### config.mk
export PLATFORM = sky130hd
export DESIGN_NAME = axis_slav_demux
export DESIGN_NICKNAME = d
export VERILOG_FILES = /design/src/rtl/axis_slav_demux.sv
export SDC_FILE = /design/constraint.sdc
export NUM_CORES = 1
export LEC_CHECK = 0
export ABC_AREA = 1
export CAP_MARGIN = 20
export CELL_PAD_IN_SITES_DETAIL_PLACEMENT = 1
export CELL_PAD_IN_SITES_GLOBAL_PLACEMENT = 1
export CORE_MARGIN = 2
export CORE_UTILIZATION = 27
export DETAILED_ROUTE_END_ITERATION = 8
export GPL_ROUTABILITY_DRIVEN = 0
export PLACE_DENSITY = 0.58
export SLEW_MARGIN = 20
export SYNTH_ARGS = -nofsm -noshare
export SYNTH_HDL_FRONTEND = slang
export SYNTH_SLANG_ARGS = --single-unit
### constraint.sdc
create_clock -name axis_clk -period 4.6 [get_ports axis_clk]
set_input_delay 0.92 -clock axis_clk [delete_from_list [all_inputs] [get_ports axis_clk]]
set_output_delay 0.92 -clock axis_clk [all_outputs]
set_load 0.1 [all_outputs]
### src/rtl/axis_slav_demux.sv
// AXI-Stream 1-to-pNUM_CH slave demux with a 2-entry registered-ready skid buffer,
// a per-packet latched project select, and counting of packets sent to absent projects.
module axis_slav_demux #(
    parameter int pUSER_PROJECT_SIDEBAND_WIDTH = 5,
    parameter int pDATA_WIDTH                  = 32,
    parameter int pNUM_CH                      = 4,
    parameter int pCNT_WIDTH                   = 16
) (
    input  logic                                    axis_clk,
    input  logic                                    axis_rst_n,
    input  logic [4:0]                              user_prj_sel,
    input  logic                                    s_tvalid,
    input  logic [pDATA_WIDTH-1:0]                  s_tdata,
    input  logic [1:0]                              s_tuser,
    input  logic [pUSER_PROJECT_SIDEBAND_WIDTH-1:0] s_tupsb,
    input  logic [pDATA_WIDTH/8-1:0]                s_tstrb,
    input  logic [pDATA_WIDTH/8-1:0]                s_tkeep,
    input  logic                                    s_tlast,
    output logic                                    s_tready,
    output logic [pNUM_CH-1:0]                      ss_tvalid,
    input  logic [pNUM_CH-1:0]                      ss_tready,
    output logic [pDATA_WIDTH-1:0]                  ss_tdata,
    output logic [1:0]                              ss_tuser,
    output logic [pUSER_PROJECT_SIDEBAND_WIDTH-1:0] ss_tupsb,
    output logic [pDATA_WIDTH/8-1:0]                ss_tstrb,
    output logic [pDATA_WIDTH/8-1:0]                ss_tkeep,
    output logic                                    ss_tlast,
    output logic                                    pkt_active,
    output logic [pCNT_WIDTH-1:0]                   drop_cnt
);

    localparam int KW = pDATA_WIDTH / 8;
    localparam int EW = pDATA_WIDTH + pUSER_PROJECT_SIDEBAND_WIDTH + 2 * KW + 1;

    localparam logic [1:0] IDLE = 2'd0;
    localparam logic [1:0] PKT  = 2'd1;
    localparam logic [1:0] DROP = 2'd2;

    logic [EW-1:0] ent0, ent1, din;
    logic [1:0]    occ, occ_nxt;
    logic [1:0]    state, state_nxt, mode;
    logic [4:0]    lat_sel, cur_sel;
    logic          head_v, head_last, push, pop, wr_hi, drop_done;
    logic          unused_tuser;

    assign unused_tuser = ^s_tuser;

    assign din = {s_tdata, s_tupsb, s_tstrb, s_tkeep, s_tlast};
    assign {ss_tdata, ss_tupsb, ss_tstrb, ss_tkeep, ss_tlast} = ent0;
    assign ss_tuser   = 2'b00;
    assign pkt_active = (state != IDLE);

    assign head_v    = (occ != 2'd0);
    assign head_last = ent0[0];
    assign push      = s_tvalid & s_tready;

    // In IDLE the incoming head already uses the live select, so it is routed in its first cycle.
    always_comb begin
        cur_sel = lat_sel;
        mode    = state;
        if (state == IDLE && head_v) begin
            cur_sel = user_prj_sel;
            mode    = (int'(user_prj_sel) < pNUM_CH) ? PKT : DROP;
        end
    end

    always_comb begin
        ss_tvalid = '0;
        for (int unsigned i = 0; i < pNUM_CH; i++) begin
            ss_tvalid[i] = (mode == PKT) && head_v && (cur_sel == 5'(i));
        end
    end

    assign pop       = (|(ss_tvalid & ss_tready)) | ((mode == DROP) & head_v);
    assign drop_done = (mode == DROP) & pop & head_last;
    assign state_nxt = (pop & head_last) ? IDLE : mode;
    assign occ_nxt   = occ + {1'b0, push} - {1'b0, pop};
    assign wr_hi     = (occ == 2'd2) || (occ == 2'd1 && !pop);

    always_ff @(posedge axis_clk or negedge axis_rst_n) begin
        if (!axis_rst_n) begin
            ent0     <= '0;
            ent1     <= '0;
            occ      <= '0;
            s_tready <= 1'b1;
            state    <= IDLE;
            lat_sel  <= '0;
            drop_cnt <= '0;
        end else begin
            occ      <= occ_nxt;
            s_tready <= (occ_nxt != 2'd2);
            state    <= state_nxt;
            if (state == IDLE && head_v)
                lat_sel <= user_prj_sel;
            if (pop)
                ent0 <= ent1;
            // A push lands after the shift, so it overrides the shifted slot when both target ent0.
            if (push) begin
                if (wr_hi)
                    ent1 <= din;
                else
                    ent0 <= din;
            end
            if (drop_done && drop_cnt != '1)
                drop_cnt <= drop_cnt + 1'b1;
        end
    end

endmodule

==> out/qor.yml <==
status:
  status: "completed"
timing:
  slew_viol_final: 0
  finalCriticalPeriod_ps: 3590
  fin_setup_tns_ps: 0
  min_period_over_period_pct: 78.0
  setup_viol: 0
  max_freq_mhz: 279
  tightestPinTransition_ps: 1020
  layout_setup_ws_ps: 1010
  rsz0062_at_grt: "false"
  final_hold_viol_count: 0
  max_slew_margin_pct: 31.6
  finalClockSkew_ps: 10.6
routing:
  drt_pass1_iterations: 4
  first_iter_violations: 190
  via_count: 5418
  wl_met2_mm: 9.51
  highest_layer: "met4"
  antenna_left: 0
  wl_per_cell_um: 17.3
  route.met3.wl_um: 886
  routed_via_density: 4.84
  drt-met1-wl_mm: 8.69
  detail_route.drc_violations: 0
  wl_mm: 19.4
min_path:
  hold_path_startpoint: "ent1[26]"
  min_delay_path_depth: 2
  whs_endpoint: "ent1[26]"
  min_path_type: "reg2reg"
floorplanning:
  die_w_um: 152
  dieArea_um2: 23000
  core_area_um2: 21200
  num_rows: 53
  dieHeight_um: 152
  io_pins: 130
  start_util_pct: 27.7
grt:
  grt_pass1_wl_mm: 31.1
  grt_pass1_vias: 5904
  antenna_found_initial: 0
  grt_overflow: 0
  grt_max_degree: 67
  grt_usage_pct: 17.5
synthesis:
  synth_cells: 727
  synth-compound-area-share_pct: 0.532
  ys_types: 33
  synth-warning-count: 0
  synthArstFlopShare_pct: 100
  synth-main-ff-cell: "dfrtp_1"
  synth_edf_count: 0
  synth_fa_ha_area_share_pct: 0.639
  synth_top_family_by_area: "simple AND/OR/NAND/NOR gates"
  synth_simple_gate_area_share_pct: 39.1
  ys_seq_elements: 118
  syn_area_um2: 5880
  postSynthAreaPerCell_um2: 8.08
  yosysSeqAreaShare_pct: 50.3
  synth.area.mux_share_pct: 0
  synth-xor-area-share_pct: 2.53
worst_setup_path:
  cpMaxStageDelayCell: "buf_4"
  cpMostUsedCell: "nand2_1"
  required_ps: 4940
  reg2reg_from: "state[0]"
  r2r_cells: 14
  crit_arrival_ps: 3930
  path_cells: "clkdlybuf4s50_1, inv_1, nand2_1, nor2_1, nand2_1, a21oi_2, nand4_1, nand2_1, nor2_4, nand3_4, nand2_2, buf_4, nand3_1, nand2_1"
  slowest_delay_ps: 570
  worstSetupStartpoint: "user_prj_sel[4]"
  endpoint_kind: "flip-flop"
  r2r_slack_ps: 1250
  crit_type: "in2reg"
  r2r-end: "ent1[35]"
  start_kind: "input port"
  crit_fanout: 46
power:
  peakVddDrop_uv: 241
  p_per_area_nw_per_um2: 325
  leakagePower_uw: 0.00404
  clockPowerShare_pct: 56.0
  p_comb_share_pct: 3.5
  p_int_uw: 2040
  p_seq_share_pct: 40.5
  power_switching_uw: 525
  netSwitchingFraction_pct: 20.4
final_layout:
  n_fill_cell: 2532
  syn2layout_area_growth_pct: 34.3
  antennaDiodeCount: 0
  drive_above_1_share_pct: 9.23
  nets: 896
  fin_cells: 1120
place:
  placed_cells: 1089
  portBuffers: 125
  post-dp-hpwl_mm: 12.1
  dpl_worst_slack_ps: 510
clocking:
  cts_resized: 0
  cts_sinks: 118
  clk_latency_ps: 410
  tritoncts.num_buffers: 17
  clkSlewWorstSetupHoldPaths_ps: 50
  cts_buffer_depth: 2
  tritoncts: "yes"
  htreeDepth: 4
  holdBufCountCts: 0
  clockRootBuffer: "clkbuf_16"
  cts_setup_buffers: 0
run:
  max-cap-violations: 0
## kinds of logic after synthesis
logic type / after synthesis
AND/OR/NAND/NOR: 506
flip-flops: 118
buffers and inverters: 77
XOR/XNOR: 17
AO/OA/AOI/OAI: 5
adder cells (fa/ha/maj): 3
other: 1
## worst max-delay path, delay by kind of cell
| family | cells | cell delay [ps] |
|---|---|---|
| buffers and inverters | 3 | 1100 |
| AOI/OAI and AO/OA | 1 | 120 |
| and+or+nand+nor | 10 | 1760 |
## flip-flops by register name (all words and copies together) (netlist names)
register  cells
drop_cnt     16
ent0         46
ent1         46
lat_sel       5
occ           2
s_tready      1
state         2
## layout make-up
type	count	area, um2	area share (%)
tap	275	344	4.36
clock buffer	22	484	6.13
timing repair buffer	136	1330	16.9
multi-input combinational	533	2530	32.0
sequential	118	2950	37.4
inverter	27	103	1.30
clock inverter	9	148	1.87
## metal layers
metal  GRT usage, %  vias up
met1           21.6     2711
met2           30.5      121
met3           3.68       22
met5              0        -
met4           5.65        0
li1               -     2564
## placed cells by master (no fill, tap or decap), types with 2 or more instances in the layout
master and n:
nor2_4 2, ha_1 3, inv_2 3, nor2_2 4, clkinv_2 5, nand3_1 89
nor3_1 4, nand3b_1 2, conb_1 2, xnor2_1 9, dfrtp_1 117, xor2_1 8
inv_1 23, nor2_1 16, nand4_1 51, buf_4 15, nand2_1 315, clkdlybuf4s50_1 120
nand3_2 12, bufinv_16 4, nand2_2 5, clkbuf_16 17, nand2_4 2, clkbuf_8 4
## cells in the mapped netlist, types with 3 or more instances
master      n  area share, %
nor3_1      4           0.34
nor2_2      4           0.43
buf_2      18            1.5
clkbuf_1   12           0.77
buf_4      11            1.4
nand3_1    89            7.6
buf_6       7            1.3
nand3_2    12            2.0
xor2_1      8            1.2
ha_1        3           0.64
xnor2_1     9            1.3
inv_1      24            1.5
inv_2       3           0.19
dfrtp_1   117             50
nand2_1   316             20
nand2_2     5           0.53
nand4_1    51            5.4
nor2_1     16            1.0
## worst max path at each step
stage                     slack [ps]  cells past startpoint            to
final                           1010                     14      ent1[35]
after CTS                        930                     14      ent1[35]
after detailed placement         510                     14      ent1[35]
after global routing             720                     14      ent1[14]
after floorplan                 -100                      7  ss_tvalid[0]
after global placement           530                     14      ent1[24]
## power groups by stage
stage / sequential [uW] / clock (uW) / combinational, uW
3_5_place_dp: 1060 / 0 / 92.7
2_1_floorplan: 1060 / 0 / 10.3
6_report: 1040 / 1440 / 91.0
4_1_cts: 1040 / 1470 / 93.1
5_1_grt: 1040 / 1510 / 98.9
3_3_place_gp: 1060 / 0 / 92.4
## stage by stage
step / instance area (um2) / power (uW) / utilization [%] / hold slack, ps
after global placement: 7260 / 1150 / 34.2 / 453
after floorplan: 5880 / 1070 / - / 442
after CTS: 7890 / 2600 / 37.2 / 472
after detailed placement: 7260 / 1150 / 34.2 / 459
after global routing: 7890 / 2650 / 37.2 / 492
final: 7890 / 2570 / 37.2 / 467
(Power assumes the default switching activity.)
